===== src/rtl/cory_sram_rd_port_pkg.sv =====
// ---------------------------------------------------------------------------
// cory_sram_rd_port_pkg
// Shared constants and helpers for the SRAM read-port adapter:
//   - cory_width()  : clog2-based width helper, never narrower than 1 bit
//   - cory_depth()  : output FIFO depth derived from the SRAM read latency
//   - C_MIN / C_MAX : legal range of the read latency parameter C
// ---------------------------------------------------------------------------
package cory_sram_rd_port_pkg;

  localparam int C_MIN = 1;
  localparam int C_MAX = 4;

  // Bits needed to index n items; a 1-item space still needs a 1-bit signal.
  function automatic int cory_width(input int n);
    return (n <= 1) ? 1 : $clog2(n);
  endfunction

  // One entry per in-flight pipeline stage plus one for the beat being
  // presented, which is what full throughput needs under same-cycle credit
  // return.
  function automatic int cory_depth(input int c);
    return c + 1;
  endfunction

endpackage : cory_sram_rd_port_pkg


===== src/rtl/cory_sram_rd_fifo.sv =====
// ---------------------------------------------------------------------------
// cory_sram_rd_fifo
// DEPTH x D synchronous FIFO with wrap-around pointers (DEPTH need not be a
// power of two) and an occupancy count. Push and pop may happen in the same
// cycle. The caller guarantees it never pushes when full or pops when empty.
//
// Ports:
//   clk       in   clock, rising edge
//   reset_n   in   asynchronous active-low reset (pointers and count only)
//   i_push    in   write i_wdata at the tail
//   i_wdata   in   D-bit write data
//   i_pop     in   drop the head entry
//   o_rdata   out  D-bit head entry (undefined while empty)
//   o_count   out  current occupancy, 0..DEPTH
// ---------------------------------------------------------------------------
module cory_sram_rd_fifo
  import cory_sram_rd_port_pkg::*;
#(
  parameter int DEPTH = 2,
  parameter int D     = 32,
  parameter int CW    = cory_width(DEPTH + 1)
) (
  input  logic          clk,
  input  logic          reset_n,
  input  logic          i_push,
  input  logic [D-1:0]  i_wdata,
  input  logic          i_pop,
  output logic [D-1:0]  o_rdata,
  output logic [CW-1:0] o_count
);

  localparam int PW = cory_width(DEPTH);

  logic [D-1:0]  r_mem [DEPTH];
  logic [PW-1:0] r_wr_ptr;
  logic [PW-1:0] r_rd_ptr;
  logic [CW-1:0] r_count;
  logic [CW-1:0] w_count_nxt;

  function automatic logic [PW-1:0] f_next_ptr(input logic [PW-1:0] p);
    return (p == PW'(DEPTH - 1)) ? '0 : p + 1'b1;
  endfunction

  // NOTE: every variable assigned in always_comb gets a default first, so no
  // path leaves it unassigned and no latch is inferred.
  always_comb begin
    w_count_nxt = r_count;
    case ({i_push, i_pop})
      2'b10:   w_count_nxt = r_count + 1'b1;
      2'b01:   w_count_nxt = r_count - 1'b1;
      default: w_count_nxt = r_count;
    endcase
  end

  // NOTE: sequential state is updated with non-blocking assignments so every
  // flop samples pre-edge values, independent of statement order.
  always_ff @(posedge clk or negedge reset_n) begin
    if (!reset_n) begin
      r_wr_ptr <= '0;
      r_rd_ptr <= '0;
      r_count  <= '0;
    end else begin
      if (i_push) r_wr_ptr <= f_next_ptr(r_wr_ptr);
      if (i_pop)  r_rd_ptr <= f_next_ptr(r_rd_ptr);
      r_count <= w_count_nxt;
    end
  end

  // NOTE: the storage array is deliberately not reset; the count and
  // pointers decide which entries are valid, so clearing data is wasted logic.
  always_ff @(posedge clk) begin
    if (i_push) r_mem[r_wr_ptr] <= i_wdata;
  end

  assign o_rdata = r_mem[r_rd_ptr];
  assign o_count = r_count;

endmodule : cory_sram_rd_fifo


===== src/rtl/cory_sram_rd_port.sv =====
// ---------------------------------------------------------------------------
// cory_sram_rd_port
// Read-only SRAM access adapter. Active-low read commands from a requester are
// issued to a fixed-latency single-port SRAM read interface; returned data is
// queued in a small FIFO and presented as a valid/ready stream. A credit
// counter (in-flight reads + FIFO occupancy) keeps the FIFO from overflowing
// when the consumer stalls.
//
// Parameters: A address width, D data width, C SRAM read latency (1..4).
//
// Ports:
//   clk, reset_n      clock (rising edge), asynchronous active-low reset
//   i_s_cen           active-low read request
//   i_s_oen           active-low output-enable hint, merged onto o_z_oen
//   i_s_addr [A]      read address
//   o_s_r             request ready (read accepted when !i_s_cen & o_s_r)
//   o_z_cen           active-low SRAM read enable
//   o_z_oen           active-low SRAM output enable
//   o_z_addr [A]      SRAM address (pass-through of i_s_addr)
//   i_z_rdata [D]     SRAM read data, valid C cycles after issue
//   i_z_r             SRAM ready (read issued when !o_z_cen & i_z_r)
//   o_d_v / o_d_d [D] output stream valid / data (FIFO head)
//   i_d_r             output stream ready
//
// Optional: define CORY_SRAM_RO_CHECK_EN (simulation only) to enable a
// protocol checker reporting FIFO overflow/underflow, credit overrun and X
// data captured from the SRAM.
// ---------------------------------------------------------------------------
module cory_sram_rd_port
  import cory_sram_rd_port_pkg::*;
#(
  parameter int A = 8,
  parameter int D = 32,
  parameter int C = 1
) (
  input  logic         clk,
  input  logic         reset_n,
  input  logic         i_s_cen,
  input  logic         i_s_oen,
  input  logic [A-1:0] i_s_addr,
  output logic         o_s_r,
  output logic         o_z_cen,
  output logic         o_z_oen,
  output logic [A-1:0] o_z_addr,
  input  logic [D-1:0] i_z_rdata,
  input  logic         i_z_r,
  output logic         o_d_v,
  output logic [D-1:0] o_d_d,
  input  logic         i_d_r
);

  localparam int DEPTH = cory_depth(C);
  localparam int CW    = cory_width(DEPTH + 1);

  logic [C-1:0]  r_pipe;          // bit k set: a read issued k+1 cycles ago
  logic [C:0]    w_pipe_in;
  logic [CW-1:0] r_outstanding;   // in-flight reads + FIFO occupancy
  logic [CW-1:0] w_out_after_pop;
  logic [CW-1:0] w_count;
  logic          w_pop;
  logic          w_credit_ok;
  logic          w_issue;
  logic          w_stage_c;

  // A beat leaving this cycle frees its slot immediately, so the consumer's
  // ready reaches o_s_r / o_z_cen combinationally.
  assign w_pop           = o_d_v & i_d_r;
  assign w_out_after_pop = r_outstanding - CW'(w_pop);
  assign w_credit_ok     = w_out_after_pop < CW'(DEPTH);

  // o_z_cen must not depend on i_z_r: the SRAM may derive i_z_r from o_z_cen.
  assign o_z_cen  = i_s_cen | ~w_credit_ok;
  assign o_s_r    = i_z_r & w_credit_ok;
  assign w_issue  = ~o_z_cen & i_z_r;
  assign o_z_addr = i_s_addr;

  // The last pipeline stage marks the cycle the SRAM drives read data; it is
  // the only thing that captures i_z_rdata.
  assign w_stage_c = r_pipe[C-1];
  assign o_z_oen   = i_s_oen & ~w_stage_c;

  // Extra low bit makes the shift legal for C == 1 without a special case.
  assign w_pipe_in = {r_pipe, w_issue};

  always_ff @(posedge clk or negedge reset_n) begin
    if (!reset_n) begin
      r_pipe        <= '0;
      r_outstanding <= '0;
    end else begin
      r_pipe        <= w_pipe_in[C-1:0];
      r_outstanding <= w_out_after_pop + CW'(w_issue);
    end
  end

  cory_sram_rd_fifo #(
    .DEPTH (DEPTH),
    .D     (D),
    .CW    (CW)
  ) u_fifo (
    .clk     (clk),
    .reset_n (reset_n),
    .i_push  (w_stage_c),
    .i_wdata (i_z_rdata),
    .i_pop   (w_pop),
    .o_rdata (o_d_d),
    .o_count (w_count)
  );

  assign o_d_v = (w_count != '0);

`ifdef CORY_SRAM_RO_CHECK_EN
  always @(posedge clk) begin
    if (reset_n) begin
      if (C < C_MIN || C > C_MAX) begin
        $display("ERROR: %m read latency C=%0d out of range at %0t", C, $time);
        #100 $finish;
      end
      if (w_stage_c && !w_pop && w_count == CW'(DEPTH)) begin
        $display("ERROR: %m push to full FIFO at %0t", $time);
        #100 $finish;
      end
      if (w_pop && w_count == '0) begin
        $display("ERROR: %m pop from empty FIFO at %0t", $time);
        #100 $finish;
      end
      if (r_outstanding > CW'(DEPTH)) begin
        $display("ERROR: %m outstanding %0d exceeds depth %0d at %0t",
                 r_outstanding, DEPTH, $time);
        #100 $finish;
      end
      if (w_stage_c && $isunknown(i_z_rdata)) begin
        $display("ERROR: %m X on i_z_rdata captured at %0t", $time);
        #100 $finish;
      end
    end
  end
`endif

endmodule : cory_sram_rd_port


===== config.mk =====
export PLATFORM = sky130hd
export DESIGN_NAME = cory_sram_rd_port
export DESIGN_NICKNAME = d
export VERILOG_FILES = /design/src/rtl/cory_sram_rd_port_pkg.sv /design/src/rtl/cory_sram_rd_fifo.sv /design/src/rtl/cory_sram_rd_port.sv
export SDC_FILE = /design/constraint.sdc
export NUM_CORES = 1
export LEC_CHECK = 0
export ABC_AREA = 1
export ABC_CLOCK_PERIOD_IN_PS = 2000
export CAP_MARGIN = 20
export CORE_MARGIN = 2
export CORE_UTILIZATION = 41
export DETAILED_ROUTE_END_ITERATION = 8
export PLACE_DENSITY = 0.8
export SLEW_MARGIN = 10
export SYNTH_ARGS = -nofsm -noshare
export SYNTH_HDL_FRONTEND = slang
export SYNTH_SLANG_ARGS = --single-unit

===== constraint.sdc =====
create_clock -name clk -period 2 [get_ports clk]
set_input_delay 0.3 -clock clk [delete_from_list [all_inputs] [get_ports clk]]
set_output_delay 0.3 -clock clk [all_outputs]
set_load 0.02 [all_outputs]

# Word level (Yosys, flattened, before mapping)
# Memories as Yosys holds them, arrays and structs flattened.
# Cells that the tools add are included.
# word_totals
ram_bits	64
ff_bits	7
out_inout_bits	44
mem_count	1
input_bits	46
elab_cells	30
# classes
order_cmp	1
reduce_logical	2
n_addsub	6
bitwise_logic	8
n_eq_ne	2
muxes	5
# memory_table
name	words	width	read_ports	rd_clocked_by_memory_dff	wr	line	text
u_fifo.r_mem	2	32	1	0	1	cory_sram_rd_fifo.sv:34	logic [D-1:0] r_mem [DEPTH];
# ops
cell	n
AND 1 bit	4
two-way mux 1 bit	4
one-hot mux 2 bit (2 select lines)	1
nonzero test 2 bit	2
inverter 1 bit	3
adder 1 bit, second input constant	2
adder 2 x 1 -> 2 bit	1
adder 2 x 1 -> 2 bit, second input constant	1
equality test 2 x 1 -> 1 bit, second input constant	1
equality test 2 bit, second input constant	1
< comparator 2 bit, second input constant	1
subtractor 2 x 1 -> 2 bit	1
subtractor 2 x 1 -> 2 bit, second input constant	1
bitwise OR 1 bit	1

# Logic depth before layout (Yosys ltp)
# depth
word_depth	9
depth_mapped	13
depth_no_buf	13

# By module
# A second synthesis with hierarchy kept.
# hier_totals
cells_unflattened	221
area_unflattened_um2	2950.3
# modules_own_cells
mod	instances	area_each_um2	seq_area_each_um2	cells_each
cory_sram_rd_fifo	1	2693.8	2021.9	189
cory_sram_rd_port	1	256.5	75.1	32

# Least setup slack after synthesis
# No wires, ideal clock.
# synth_path
kind	reg-to-reg
start	register r_pipe
end	memory u_fifo.r_mem[0][0] (enable)
setup_ns	0.421
n_path_buf	0
period_less_slack_ns	2.220
required_ns	1.579
arrival_time_ns	1.799
setup_slack_ns	-0.220
path_stages_with_launch	3
cell_sequence	dfrtp_1 inv_1 nor2_1
# synth_via
elab_chain_cells	2
# synth_lines
item	line	text
start: declaration	cory_sram_rd_port.sv:55	logic [C-1:0] r_pipe;
start signal: assignment	cory_sram_rd_port.sv:90	r_pipe <= w_pipe_in[C-1:0];
two-way mux 1 bit	cory_sram_rd_fifo.sv:72	if (i_push) r_mem[r_wr_ptr] <= i_wdata;
two-way mux 1 bit (not written as such)	cory_sram_rd_fifo.sv:72	
end: declaration	cory_sram_rd_fifo.sv:34	
# Every way passes these cells.

# Final worst setup path
# layout_path
start	register u_fifo.r_count[0], in the netlist u_fifo.o_count[0]
end	output o_z_cen
# layout_via
elab_chain_cells	6
# layout_lines
item	line	text
start: declaration	cory_sram_rd_fifo.sv:37	logic [CW-1:0] r_count;
start signal: assignment	cory_sram_rd_fifo.sv:65	r_count <= w_count_nxt;
nonzero test 2 bit	cory_sram_rd_port.sv:109	assign o_d_v = (w_count != '0);
AND 1 bit	cory_sram_rd_port.sv:67	assign w_pop = o_d_v & i_d_r;
via u_fifo.i_pop	cory_sram_rd_fifo.sv:27	input logic i_pop,
subtractor 2 x 1 -> 2 bit	cory_sram_rd_port.sv:68	assign w_out_after_pop = r_outstanding - CW'(w_pop);
< comparator 2 bit	cory_sram_rd_port.sv:69	assign w_credit_ok = w_out_after_pop < CW'(DEPTH);
inverter 1 bit	cory_sram_rd_port.sv:72	assign o_z_cen = i_s_cen | ~w_credit_ok;
bitwise OR 1 bit	cory_sram_rd_port.sv:72	
end: declaration	cory_sram_rd_port.sv:42	output logic o_z_cen,
# The timed path passes the listed nets, and every way through them passes these cells.

==> key figures <==
Layout
  • Most frequent cells in the layout: 95 x nand2_1, 64 x edfxtp_1, 39 x clkdlybuf4s50_1
  • Layout area overhead: 35.73%
  • Design area: roughly 3800 um^2
  • # diodes: 0
  • Most common cell after layout, fill and taps aside: nand2_1
  • Share of post-route cells with drive strength above 1: 16.13%
  • FILL cells: 559
  • Final Util: 56.91%
  • Final Net Count: between 300 and 400

Worst setup path
  • Crit. End Element: primary output
  • Worst Setup Start Kind: flop
  • Worst stage delay on the critical path: approximately 0.40 ns
  • CP max-delay cell: dfrtp_1
  • Crit path cell chain: inv_2, nand2_2, nand2_2, inv_2, ha_4, nand2_2, nand2_2, or2_1, buf_6
  • CP Max Fanout: 4
  • Crit path top cell by count: nand2_2
  • CP Class: reg -> out
  • Worst EP required: between 1.5 and 2 ns
  • Data arrival, critical path: about 1.6 ns
  • R2R Setup Slk: approximately 0.38 ns

Clocking
  • Post-CTS Hold Fix Bufs: 0
  • Num Clock Sinks: between 70 and 80
  • Total CTS buffers: 9
  • Worst-Skew Late Latency: between 0.3 and 0.4 ns
  • CTS clock-pin slew for the worst setup and hold paths: about 0.070 ns
  • CTS max path bufs: 2
  • CTS H-tree lvls: 3
  • Clock root buffer: clkbuf_8
  • CTS tree: done

Global route
  • Vias in the first global route: 1815
  • GRT Total Usage: 14.04%
  • Remaining global-route overflow: 0
  • Largest net degree at the start of global routing: 34
  • Initial antenna violation count: 0
  • First-pass GRT wire length: about 8000 um

Power
  • Power density over the cells: approximately 1400 nW/um^2
  • Switch Pwr: 1817 uW
  • Gate power share: between 30% and 40%
  • Lkg Pwr: 0.001628 uW
  • Clk pwr share: between 20% and 30%
  • VDD IR-drop max: around 0.00059 V
  • Reg power frac: 37.4%
  • Int Pwr: between 3000 and 4000 uW
  • Sw Share: 34.52%

Synthesis
  • Yosys reg bits: slightly above 70
  • Mapped cell area: approximately 2800 um^2
  • Post-Syn Instances: about 230
  • Syn avg cell area: approximately 13 um^2
  • Library cells used by synthesis: 17
  • Syn nets: 274
  • Seq/Total Area, Yosys: 74.03%
  • Syn. warnings: 0

Route
  • DRT Wirelength: approximately 5000 um
  • DRC viols: 0
  • Via count: around 1800
  • Initial drt markers: 72
  • Vias/cell: 4.541
  • WL/cell: ~13 um
  • Antenna Violating Nets Remaining: 0
  • TritonRoute pass-1 iters: 4

Timing
  • Min Tclk post-route: 1.915 ns
  • Final setup fails: 0
  • Final Hold Vio Count: 0
  • Slew at the pin closest to its max-slew limit: 0.3273 ns
  • Slew Limit Fails: 0
  • Clk_skew: approximately 0.013 ns
  • Max-slew headroom: approximately four fifths
  • Fmax: between 500 and 600 MHz
  • Final period utilization: between 90% and 100%

Hold path
  • Hold WC Path Type: in -> async

Die
  • Die area: ~7600 um^2
  • Die Width: around 87 um
  • Die H: 87.12 um
  • I/O pins: 90
  • Initial core utilization: roughly two fifths
  • Core area: between 6000 and 7000 um^2
  • Row cnt: 30

Placed design
  • Final HPWL DP: between 3000 and 4000 um
  • Port bufs: 73
  • Final RePlAce weighted congestion: 0.7144
  • Placed cell area: 3603 um^2

Flow run
  • Maxcap violations: 0

Status
  • Status: complete, no violations
cells in the mapped netlist:
library cell	instances	area share [%]
buf_4	10	2.7
buf_6	4	1.6
buf_8	1	0.53
dfrtp_1	7	6.2
edfxtp_1	64	68
ha_1	3	1.3
inv_1	14	1.9
inv_8	1	0.40
nand2_1	100	13
nand2_2	10	2.2
nand3_1	3	0.53
nand4_1	1	0.22
nor2_1	3	0.40
nor3_1	1	0.18
or2_1	1	0.22
xnor2_1	1	0.31
xor2_1	1	0.31
routing by layer:
layer | wire length, um | up-vias | global-route usage (%) | part of all wire (%)
met1 | 1956 | 813 | 14.34 | 39
met3 | 344 | 11 | 4.739 | 6.9
met4 | 78 | 0 | 6.294 | 1.6
li1 | - | 891 | - | -
met5 | 0 | - | 0 | 0
met2 | 2584 | 56 | 25.75 | 52
area by class of cell:
class	count	area, um^2	area share, %
Clock buffer	10	127.6	3.319
Clock inverter	6	108.9	2.831
Inverter	15	63.81	1.660
Multi-Input combinational cell	124	569.3	14.81
Sequential cell	71	2098	54.57
Tap cell	80	100.1	2.603
Timing Repair Buffer	84	777.0	20.21
power groups by stage:
| stage | clock [uW] | combinational [uW] | sequential [uW] |
|---|---|---|---|
| floorplan | 0 | 1300 | 1960 |
| global placement | 0 | 2080 | 1980 |
| detailed placement | 0 | 2120 | 1990 |
| CTS | 1360 | 1920 | 1960 |
| global route | 1440 | 2160 | 1990 |
| finish | 1340 | 1950 | 1970 |
flip-flops by register name, summed over array words and instances, names as in the netlist:
| signal | count |
|---|---|
| u_fifo.r_mem | 64 |
| r_outstanding | 2 |
| u_fifo.o_count | 2 |
| r_pipe | 1 |
| u_fifo.r_rd_ptr | 1 |
| u_fifo.r_wr_ptr | 1 |
timing repair:
item / 4_1_cts / 5_1_grt
gates resized for setup: 45 / 10
setup endpoints to repair: 34 / 2
hold endpoints to repair: 0 / 0
pin swaps: 1 / 1
buffers inserted: 0 / 2
worst max-delay path, delay by kind of cell (launching register included):
family        cells  cell delay (ns)
simple gates      5             0.48
buf+inv           3             0.25
flops             1             0.40
fa+ha+maj         1             0.15
cells by family (layout without fill, tap and decap cells):
kind of cell	after synthesis	after routing	share of synthesized area (%)
xor gates and xnor gates	2	2	0.6185
and+or+nand+nor	119	119	17.01
adders and majority gates	3	3	1.325
DFF	71	71	74.03
buffers and inverters	30	115	7.023
path summary, 6_finish.rpt:
check,start,to,depth (start not counted)
min,reset_n,u_fifo.o_count[1],1
min in group clk,u_fifo.o_count[1],u_fifo.o_count[1],2
max,u_fifo.o_count[0],o_z_cen,9
max reg2reg,u_fifo.o_count[0],r_outstanding[1],12
max in group asynchronous,reset_n,u_fifo.r_rd_ptr,1
min reg2reg,u_fifo.o_count[1],u_fifo.o_count[1],2
through the flow:
stage          worst slack (ns)  cells  total power [uW]  hold WS (ns)  setup TNS (ns)
2_1_floorplan            0.2784    225              3263      0.004409               0
3_3_place_gp            -0.3362    372              4056        0.4544         -0.6256
3_5_place_dp            -0.3651    372              4108        0.4816         -0.6683
4_1_cts                -0.02959    388              5247        0.2323        -0.02959
5_1_grt                -0.01850    390              5586        0.2502        -0.01850
6_report                0.08494    390              5262        0.2311               0
Power figures use the tool's default switching activity.
